===== config.mk =====
export PLATFORM = sky130hd
export DESIGN_NAME = led_pwm_dimmer
export DESIGN_NICKNAME = d
export VERILOG_FILES = /design/src/rtl/led_pwm_dimmer.sv
export SDC_FILE = /design/constraint.sdc
export NUM_CORES = 1
export LEC_CHECK = 0
export CORE_MARGIN = 5
export CORE_UTILIZATION = 40
export DETAILED_ROUTE_END_ITERATION = 10
export HOLD_SLACK_MARGIN = 0.08
export PLACE_DENSITY = 0.73
export SYNTH_ARGS = -nofsm -noshare
export SYNTH_HDL_FRONTEND = slang
export SYNTH_SLANG_ARGS = --single-unit
export TNS_END_PERCENT = 30

===== constraint.sdc =====
create_clock -name clk -period 3 [get_ports clk]
set_clock_uncertainty 0.15 [all_clocks]
set_input_delay 0.6 -clock clk [delete_from_list [all_inputs] [get_ports clk]]
set_output_delay 0.6 -clock clk [all_outputs]
set_load 0.05 [all_outputs]

===== src/rtl/led_pwm_dimmer.sv =====
// led_pwm_dimmer: 3-channel LED PWM dimmer with boundary-synchronised level updates.
// Define LED_PWM_FADE_EN to ramp levels by FADE_STEP per period instead of jumping to target.
module led_pwm_dimmer #(
  parameter int PRESCALE  = 47,
  parameter int FADE_STEP = 8
) (
  input  logic       clk,
  input  logic       rst,
  input  logic       en,
  input  logic       led_r_in,
  input  logic       led_g_in,
  input  logic       led_b_in,
  input  logic [7:0] bright_r,
  input  logic [7:0] bright_g,
  input  logic [7:0] bright_b,
  output logic       pwm_r,
  output logic       pwm_g,
  output logic       pwm_b,
  output logic       fade_busy
);
  localparam int PW = PRESCALE > 0 ? $clog2(PRESCALE + 1) : 1;
  if (FADE_STEP < 1 || FADE_STEP > 255) begin : g_bad_step
    $error("FADE_STEP must be in 1..255");
  end
  logic [PW-1:0] pcnt;
  logic [7:0]    phase;
  logic [7:0]    tgt [3];
  logic [7:0]    lvl [3];
  logic [7:0]    nxt [3];
  logic [2:0]    pwm;
  logic          tick, bound, busy;
  assign tick  = pcnt == PW'(PRESCALE);
  assign bound = en && tick && phase == 8'hff;
  assign tgt[0] = led_r_in ? bright_r : 8'd0;
  assign tgt[1] = led_g_in ? bright_g : 8'd0;
  assign tgt[2] = led_b_in ? bright_b : 8'd0;
  assign {pwm_b, pwm_g, pwm_r} = pwm;
  always_comb begin
    busy = 1'b0;
    for (int i = 0; i < 3; i++) begin
`ifdef LED_PWM_FADE_EN
      nxt[i] = tgt[i] > lvl[i]
             ? (tgt[i] - lvl[i] <= 8'(FADE_STEP) ? tgt[i] : lvl[i] + 8'(FADE_STEP))
             : (lvl[i] - tgt[i] <= 8'(FADE_STEP) ? tgt[i] : lvl[i] - 8'(FADE_STEP));
`else
      nxt[i] = tgt[i];
`endif
      busy = busy | (lvl[i] != tgt[i]);
    end
  end
  always_ff @(posedge clk or posedge rst) begin
    if (rst) begin
      pcnt      <= '0;
      phase     <= '0;
      lvl       <= '{default: '0};
      pwm       <= '0;
      fade_busy <= 1'b0;
    end else begin
      pcnt      <= (!en || tick) ? '0 : pcnt + 1'b1;
      phase     <= !en ? 8'd0 : tick ? phase + 8'd1 : phase;
      fade_busy <= busy;
      for (int i = 0; i < 3; i++) begin
        lvl[i] <= !en ? tgt[i] : bound ? nxt[i] : lvl[i];
        pwm[i] <= en && (lvl[i] > phase);
      end
    end
  end
endmodule


==> After elaboration in Yosys (flattened, before gate mapping) <==
Cells that the tools add are included.
{ "classes": {"muxes": 12, "addsub": 2, "n_reduce_logical": 7, "eq_ne": 7, "n_bitwise": 2, "order_cmp": 3} }
{ "ops": {"columns": ["op", "count"], "rows": [
  ["$mux 8", 11],
  ["$gt 8x8->1", 3],
  ["$ne 8x8->1", 3],
  ["$add 8x1->8 const B", 1],
  ["$eq 8x8->1 const B", 1],
  ["$add 6x1->6 const B", 1],
  ["$eq 6x6->1 const B", 1],
  ["$mux 6", 1],
  ["$logic_and 1x1->1", 5],
  ["$ne 2x1->1 const B", 2],
  ["$or 1x1->1", 2],
  ["$logic_not 1->1", 1],
  ["$logic_or 1x1->1", 1]
]} }
{ "totals": {"elab_cells": 40, "register_bits": 42, "output_inout_bits": 4, "input_bits": 30} }

==> Depth between registers and ports, before layout <==
Gate-level depths: netlist of the first run.
{ "logic_depth": {"depth_word": 5, "ltp_mapped": 8, "depth_no_buf": 7} }

==> Worst setup path after synthesis of the first run <==
No wires, ideal clock.
{ "synth_path": {"path_type": "in2reg", "startpoint": "input led_r_in", "endpoint": "register fade_busy", "path_buffers": 1, "cell_stages": 5, "arrival_ns": 1.653, "setup_slack_ns": 1.061, "cell_sequence": "buf_2 nand2_1 or4b_2 a32oi_1 nand4_1"} }
{ "synth_between": {"elab_chain_cells": 4} }
{ "synth_rtl": {"columns": ["item", "line", "source"], "rows": [
  ["from (decl)", "10", "input logic led_r_in,"],
  ["$mux 8", "34", "assign tgt[0] = led_r_in ? bright_r : 8'd0;"],
  ["$ne 8x8->1", "48", "busy = busy | (lvl[i] != tgt[i]);"],
  ["$or 1x1->1 (2 in a row)", "48", null],
  ["net busy", "31", "logic tick, bound, busy;"],
  ["to (signal assigned)", "61", "fade_busy <= busy;"],
  ["to (decl)", "19", "output logic fade_busy"]
]} }
The timed path passes the listed nets, and every way through them passes these cells.
A chain may end at the register's enable or synchronous reset.

==> Final worst setup path of the first run <==
{ "layout_path": {"startpoint": "register pwm[1]", "endpoint": "output pwm_g"} }
{ "layout_lines": {"columns": ["item", "line", "source"], "rows": [
  ["from (decl)", "30", "logic [2:0] pwm;"],
  ["from (signal, indexed assignment)", "64", "pwm[i] <= en && (lvl[i] > phase);"],
  ["to (decl)", "17", "output logic pwm_g,"]
]} }
No word-level cell between the ends.

==> results of run 1 <==
## routing by layer
layer,GRT usage,share of wire,wire [µm],vias to the layer above
met3,0.0329,0.043,270,8
met4,0.0542,0.014,87,0
met5,0,0,0,-
met2,0.257,0.48,3080,34
li1,-,-,-,1219
met1,0.191,0.46,2910,1139
## flip-flops by register name, summed over array words and instances (netlist names)
| register | cells |
|---|---|
| fade_busy | 1 |
| lvl | 24 |
| pcnt | 6 |
| phase | 8 |
| pwm | 3 |
## power breakdown
group          internal [mW]  leakage, nW  switching (mW)
sequential             0.600        0.553          0.0404
combinational          0.145        0.807           0.157
clock                  0.245       0.0579           0.201
## synth_stat cells, types with 4 or more instances
| cell | n |
|---|---|
| o21ai_0 | 23 |
| nand2_1 | 63 |
| a31o_2 | 5 |
| a22oi_1 | 7 |
| xnor2_1 | 13 |
| nand3_1 | 5 |
| a21oi_1 | 10 |
| nor2_1 | 25 |
| clkbuf_1 | 5 |
| dfrtp_1 | 42 |
| inv_1 | 13 |
| and4_1 | 6 |
| xor2_1 | 7 |
| o21ai_1 | 20 |
| a21o_1 | 6 |
| o21a_1 | 6 |
| ha_1 | 26 |
| nor4bb_1 | 4 |
| o22ai_1 | 5 |
## worst min path at each step
stage	from	to	slack, ns	cells past startpoint
after floorplan	pcnt[0]	pcnt[0]	0.28	1
final	pcnt[0]	pcnt[0]	0.31	1
after global routing	pcnt[0]	pcnt[0]	0.35	1
after global placement	pcnt[0]	pcnt[0]	0.30	1
after CTS	pcnt[0]	pcnt[0]	0.32	1
after detailed placement	pcnt[0]	pcnt[0]	0.31	1
## logic make-up (layout without fill, tap and decap cells)
kind of cell	after synthesis	in the layout	synth area share
xor gates and xnor gates	20	20	0.0623
adders and majority gates	26	26	0.116
DFF	42	42	0.374
AOI/OAI and AO/OA	87	87	0.186
and+or+nand+nor	127	127	0.222
buffers and inverters	23	59	0.0396
## area by class of cell
| class | count | area [µm²] |
|---|---|---|
| Tap cell | 96 | 120 |
| Inverter | 13 | 48.8 |
| Fill cell | 655 | 3470 |
| Sequential cell | 42 | 1050 |
| Multi-Input combinational cell | 260 | 1670 |
| Clock buffer | 5 | 68.8 |
| Clock inverter | 3 | 40.0 |
| Timing Repair Buffer | 38 | 368 |
## metrics by stage
stage          setup WS (ns)  cell area (µm²)  power (mW)
6_report               0.816             3360        1.39
5_1_grt                0.759             3360        1.46
4_1_cts                0.803             3360        1.40
3_5_place_dp           0.559             3250       0.954
3_3_place_gp           0.585             3250       0.939
2_1_floorplan           1.06             2810       0.838
## placed cells by master, fill, tap and decap left out, drive strengths merged, types with 3 or more instances in the layout
cell type / Yosys / routed
a21o: 6 / 6
a21oi: 10 / 10
a221oi: 3 / 3
a22oi: 7 / 7
a31o: 5 / 5
and4: 6 / 6
buf: 5 / 5
clkbuf: 5 / 5
clkdlybuf4s50: 0 / 33
dfrtp: 42 / 42
ha: 26 / 26
inv: 13 / 13
nand2: 63 / 63
nand3: 6 / 6
nand3b: 3 / 3
nand4: 3 / 3
nor2: 25 / 25
nor2b: 3 / 3
nor3: 3 / 3
nor4: 4 / 4
nor4bb: 4 / 4
o21a: 6 / 6
o21ai: 43 / 43
o22ai: 5 / 5
xnor2: 13 / 13
xor2: 7 / 7
==> summary.txt, run 1 <==
Outcome -> completed
Max stage delay cell, worst path -> clkdlybuf4s50_1
Core area -> 6830 µm²
Flop-to-flop setup slack -> 0.94 ns
Final instance count without filler cells -> 457
Core Util, Final -> 0.492
Avg Cell Area, Syn -> 8.65 µm²
Input/output buffers -> 33
Via count -> 2400
Crit path time final -> 2.18 ns
GP Congestion -> 0.827
Final Setup Violations -> 0
Cell area after synthesis -> 2810 µm²
Layout area overhead -> 19.5%
Share of the synthesized area in the top cell type -> 0.374
Tcrit/Tclk final -> 0.728
Crit path cell chain -> clkdlybuf4s50_1
Setup crit start kind -> flip-flop
WL final -> 6350 µm
TNS Setup -> 0 ns
Ys flop type -> dfrtp_1
Via density per instance -> 5.25
Num CTS Buffers -> 5
Critical path buffers and inverters -> 1
Starting Density -> 0.412
Overall die height -> 93.9 µm
IO Pins -> 34
Worst Hold Class -> flip-flop to flip-flop
Fmax -> 458 MHz
Synthesis warning total -> 0
Overall routing resource usage -> 0.152
Headroom to the max-slew limit -> 0.621
Setup crit end -> pwm_g
Critical Path Start -> pwm[1]
Worst R2R End -> lvl[6]
Post-Syn Nets -> 381
Post-DRT Antenna Nets -> 0
Nets@finish -> 416
Seq/Total Area, Yosys -> 0.374
R2R depth -> 7
CP delay by family, top -> buffers and inverters
EDFF count, synth -> 0
Initial antenna violation count -> 0
Full die area -> 8810 µm²
WHS -> 0.314 ns
Worst slew pin tran -> 0.562 ns
First-pass GRT wire length -> 10700 µm
DP HPWL -> 4770 µm
Dpl cells -> 449
Final count of pins violating max slew -> 0
H-tree depth -> 2
Syn Inst Count -> 325
Crit path kind -> flip-flop to primary output
Crit end category -> primary output
Vias in the first global route -> 2348
Gates resized, CTS repair -> 0
Maximum vdd drop -> 0.219 mV
Layout cells sized above 1 -> 0.0665
DRT Pass-1 Iters -> 4
Clock transition at the registers of the reported paths -> 0.08 ns
Maximum clock insertion buffer count -> 2
Final hold vios -> 0
Setup bufs post-CTS -> 0
Post-synth ARST share -> 1.00
Crit path required time -> 2.25 ns
Die W -> 93.9 µm
Area contributors post-synth -> dfrtp_1, ha_1, nand2_1
DRT iter0 DRCs -> 139
RSZ-0062 raised after global routing -> no
LEAKAGE -> 1.42 nW
Root Buffer -> clkbuf_8
Reg2reg start -> pcnt[0]
Cell taking the most area after synthesis -> dfrtp_1
Num rows -> 30
Clk sinks -> 42
Pwr/cell area -> 413 nW/µm²
Max-cap violation count -> 0
Yosys cell types -> 36
CTS tree -> built
CP max FO -> 1
CTS Hold Bufs -> 0
# DRC -> 0
#FFs+latches synth -> 42
Worst-skew pair later-pin latency -> 0.30 ns
Total congestion overflow -> 0
Largest stage delay on the critical path -> 0.80 ns
WL per Instance -> 13.9 µm
# diodes -> 0
Pin count of the biggest net entering global routing -> 43
Critical path depth -> 1
Crit path DAT -> 1.43 ns
No activity file was read; power rests on OpenSTA's default activity.
==> inputs of run 2 (changes only) <==
Settings changed: PLACE_DENSITY 0.73 to 0.75.
Clock period 3 ns to 1.91 ns, I/O delays scaled along.
==> summary.txt, run 2 (synthesized netlist as in run 1, its figures left out) <==
Most common cell after layout, fill and taps aside -> nand2_1 (unchanged)
Largest regs -> lvl: 24 flops, phase: 8 flops, pcnt: 6 flops (unchanged)
RSZ-0062 raised after global routing -> yes (was no)
Setup crit end -> lvl[16] (was pwm_g)
Die W -> 93.9 µm (unchanged)
Final Setup Violations -> 0 (unchanged)
Via count -> 2514 (was 2400)
Flop-to-flop setup slack -> 0.02 ns (was 0.94 ns)
Fmax -> 530 MHz
NetSw -> 0.667 mW (was 0.399 mW)
CTS tree -> built (unchanged)
# diodes -> 0 (unchanged)
Maximum clock insertion buffer count -> 2 (unchanged)
Nets@finish -> 440 (was 416)
Maximum vdd drop -> 0.392 mV (was 0.219 mV)
Clk sinks -> 42 (unchanged)
Largest stage delay on the critical path -> 0.43 ns (was 0.80 ns)
Fillers -> 639 (was 655)
WL per Instance -> 14.4 µm (was 13.9 µm)
IO Pins -> 34 (unchanged)
LEAKAGE -> 1.56 nW (was 1.42 nW)
Total congestion overflow -> 0 (unchanged)
# DRC -> 0 (unchanged)
GP Congestion -> 0.772 (was 0.827)
Commonest cells after routing, fill and taps aside -> nand2_1, dfrtp_1, clkdlybuf4s50_1, buf_4 (was nand2_1, dfrtp_1, clkdlybuf4s50_1, ha_1, nor2_1)
DP HPWL -> 5120 µm (was 4770 µm)
Outcome -> completed (unchanged)
Num CTS Buffers -> 5 (unchanged)
Final instance count without filler cells -> 481 (was 457)
DRT Pass-1 Iters -> 4 (unchanged)
Crit path time final -> 1.89 ns
Tcrit/Tclk final -> 0.989
Switching Fraction -> 0.296 (was 0.287)
R2R depth -> 7 (unchanged)
Critical path depth -> 7 (was 1)
Clock power frac -> 0.319 (was 0.321)
Final count of pins violating max slew -> 0 (unchanged)
Overall routing resource usage -> 0.168 (was 0.152)
P_int -> 1.59 mW (was 0.990 mW)
Starting Density -> 0.412 (unchanged)
CP max FO -> 28 (was 1)
Max FFs per register -> 24 (unchanged)
Worst slew pin tran -> 0.408 ns (was 0.562 ns)
Crit path cell chain -> ha_4, nand3_4, nor4_4, a31oi_4, buf_12, nand2_1, o21ai_1 (was clkdlybuf4s50_1)
Core area -> 6830 µm² (unchanged)
Vias in the first global route -> 2533 (was 2348)
Crit path required time -> 1.95 ns (was 2.25 ns)
Crit path kind -> flip-flop to flip-flop (was flip-flop to primary output)
Initial antenna violation count -> 0 (unchanged)
Pwr/cell area -> 624 nW/µm² (was 413 nW/µm²)
Via density per instance -> 5.23 (was 5.25)
Combinational fraction of design power -> 0.233 (was 0.218)
Sequential power share -> 0.448 (was 0.461)
Headroom to the max-slew limit -> 0.726 (was 0.621)
Final hold vios -> 0 (unchanged)
Reg2reg start -> pcnt[0] (unchanged)
Input/output buffers -> 33 (unchanged)
Critical Path Start -> pcnt[0] (was pwm[1])
CP delay by family, top -> simple AND/OR/NAND/NOR gates (was buffers and inverters)
Worst-skew pair later-pin latency -> 0.30 ns (about the same)
Dpl cells -> 471 (was 449)
WL final -> 6920 µm (was 6350 µm)
Num rows -> 30 (unchanged)
Full die area -> 8810 µm² (unchanged)
Layout cells sized above 1 -> 0.156 (was 0.0665)
Layout area overhead -> 28.5% (was 19.5%)
Setup crit start kind -> flip-flop (unchanged)
Critical path buffers and inverters -> 1 (unchanged)
Post-place setup slack -> -0.248 ns (was 0.559 ns)
Clock transition at the registers of the reported paths -> 0.09 ns (was 0.08 ns)
Worst Hold Class -> input port to asynchronous set/reset pin (was flip-flop to flip-flop)
Max stage delay cell, worst path -> dfrtp_1 (was clkdlybuf4s50_1)
DRT iter0 DRCs -> 155 (was 139)
Root Buffer -> clkbuf_8 (unchanged)
Setup WS post-layout -> 0.0218 ns (was 0.816 ns)
First-pass GRT wire length -> 11800 µm (was 10700 µm)
Pin count of the biggest net entering global routing -> 43 (unchanged)
Post-DRT Antenna Nets -> 0 (unchanged)
Top reg by flops -> lvl (unchanged)
Overall die height -> 93.9 µm (unchanged)
Crit end category -> flip-flop (was primary output)
H-tree depth -> 2 (unchanged)
Max-cap violation count -> 0 (unchanged)
Worst R2R End -> lvl[16] (was lvl[6])
Crit path DAT -> 1.93 ns (was 1.43 ns)
==> run 2: timing repair <==
action                     CTS  global route
buffers inserted             0             2
pin swaps                    1             3
hold buffers                 0             0
gates resized for setup      2            12
setup endpoints to repair   18            28
==> run 2: final cells by class <==
type,count,area [µm²],area share
Timing Repair Buffer,62,579,0.160
Clock inverter,3,40.0,0.0111
Tap cell,96,120,0.0332
Inverter,13,48.8,0.0135
Sequential cell,42,1050,0.291
Multi-Input combinational cell,260,1710,0.472
Clock buffer,5,68.8,0.0190
==> run 2: through the flow <==
stage | area [µm²] | power (mW) | setup TNS (ns) | hold slack [ns] | util
6_report | 3610 | 2.26 | 0 | 0.297 | 0.529
5_1_grt | 3610 | 2.37 | -1.57 | 0.332 | 0.529
4_1_cts | 3560 | 2.24 | 0 | 0.307 | 0.522
3_5_place_dp | 3450 | 1.54 | -0.248 | 0.314 | 0.504
3_3_place_gp | 3450 | 1.51 | -0.210 | 0.299 | 0.504
2_1_floorplan | 2810 | 1.32 | 0 | 0.283 | -
==> run 2: worst min-delay path, stage by stage <==
cell             delay, ns
clkdlybuf4s50_1       0.40
inv_1                 0.09
buf_12                0.25
==> run 2: worst min-delay path by stage <==
stage	start	endpoint	slack, ns	depth (start not counted)
after global routing	rst	pwm[0]	0.33	3
final	rst	pwm[1]	0.30	3
after global placement	pcnt[0]	pcnt[0]	0.30	1
after floorplan	pcnt[0]	pcnt[0]	0.28	1
after CTS	rst	phase[1]	0.31	3
after detailed placement	pcnt[0]	pcnt[0]	0.31	1
==> run 2: power by group through the flow <==
stage	combinational, mW	sequential (mW)	clock [mW]
floorplan	0.274	1.04	0
finish	0.525	1.01	0.720
CTS	0.515	1.01	0.722
global placement	0.487	1.02	0
detailed placement	0.511	1.03	0
global route	0.589	1.02	0.764
==> run 2: per-layer routing <==
layer,routed length [µm],GRT usage,part of all wire
met5,0,0,0
met3,290,0.0304,0.042
met4,65,0.0409,0.0094
met1,3170,0.226,0.46
met2,3400,0.278,0.49
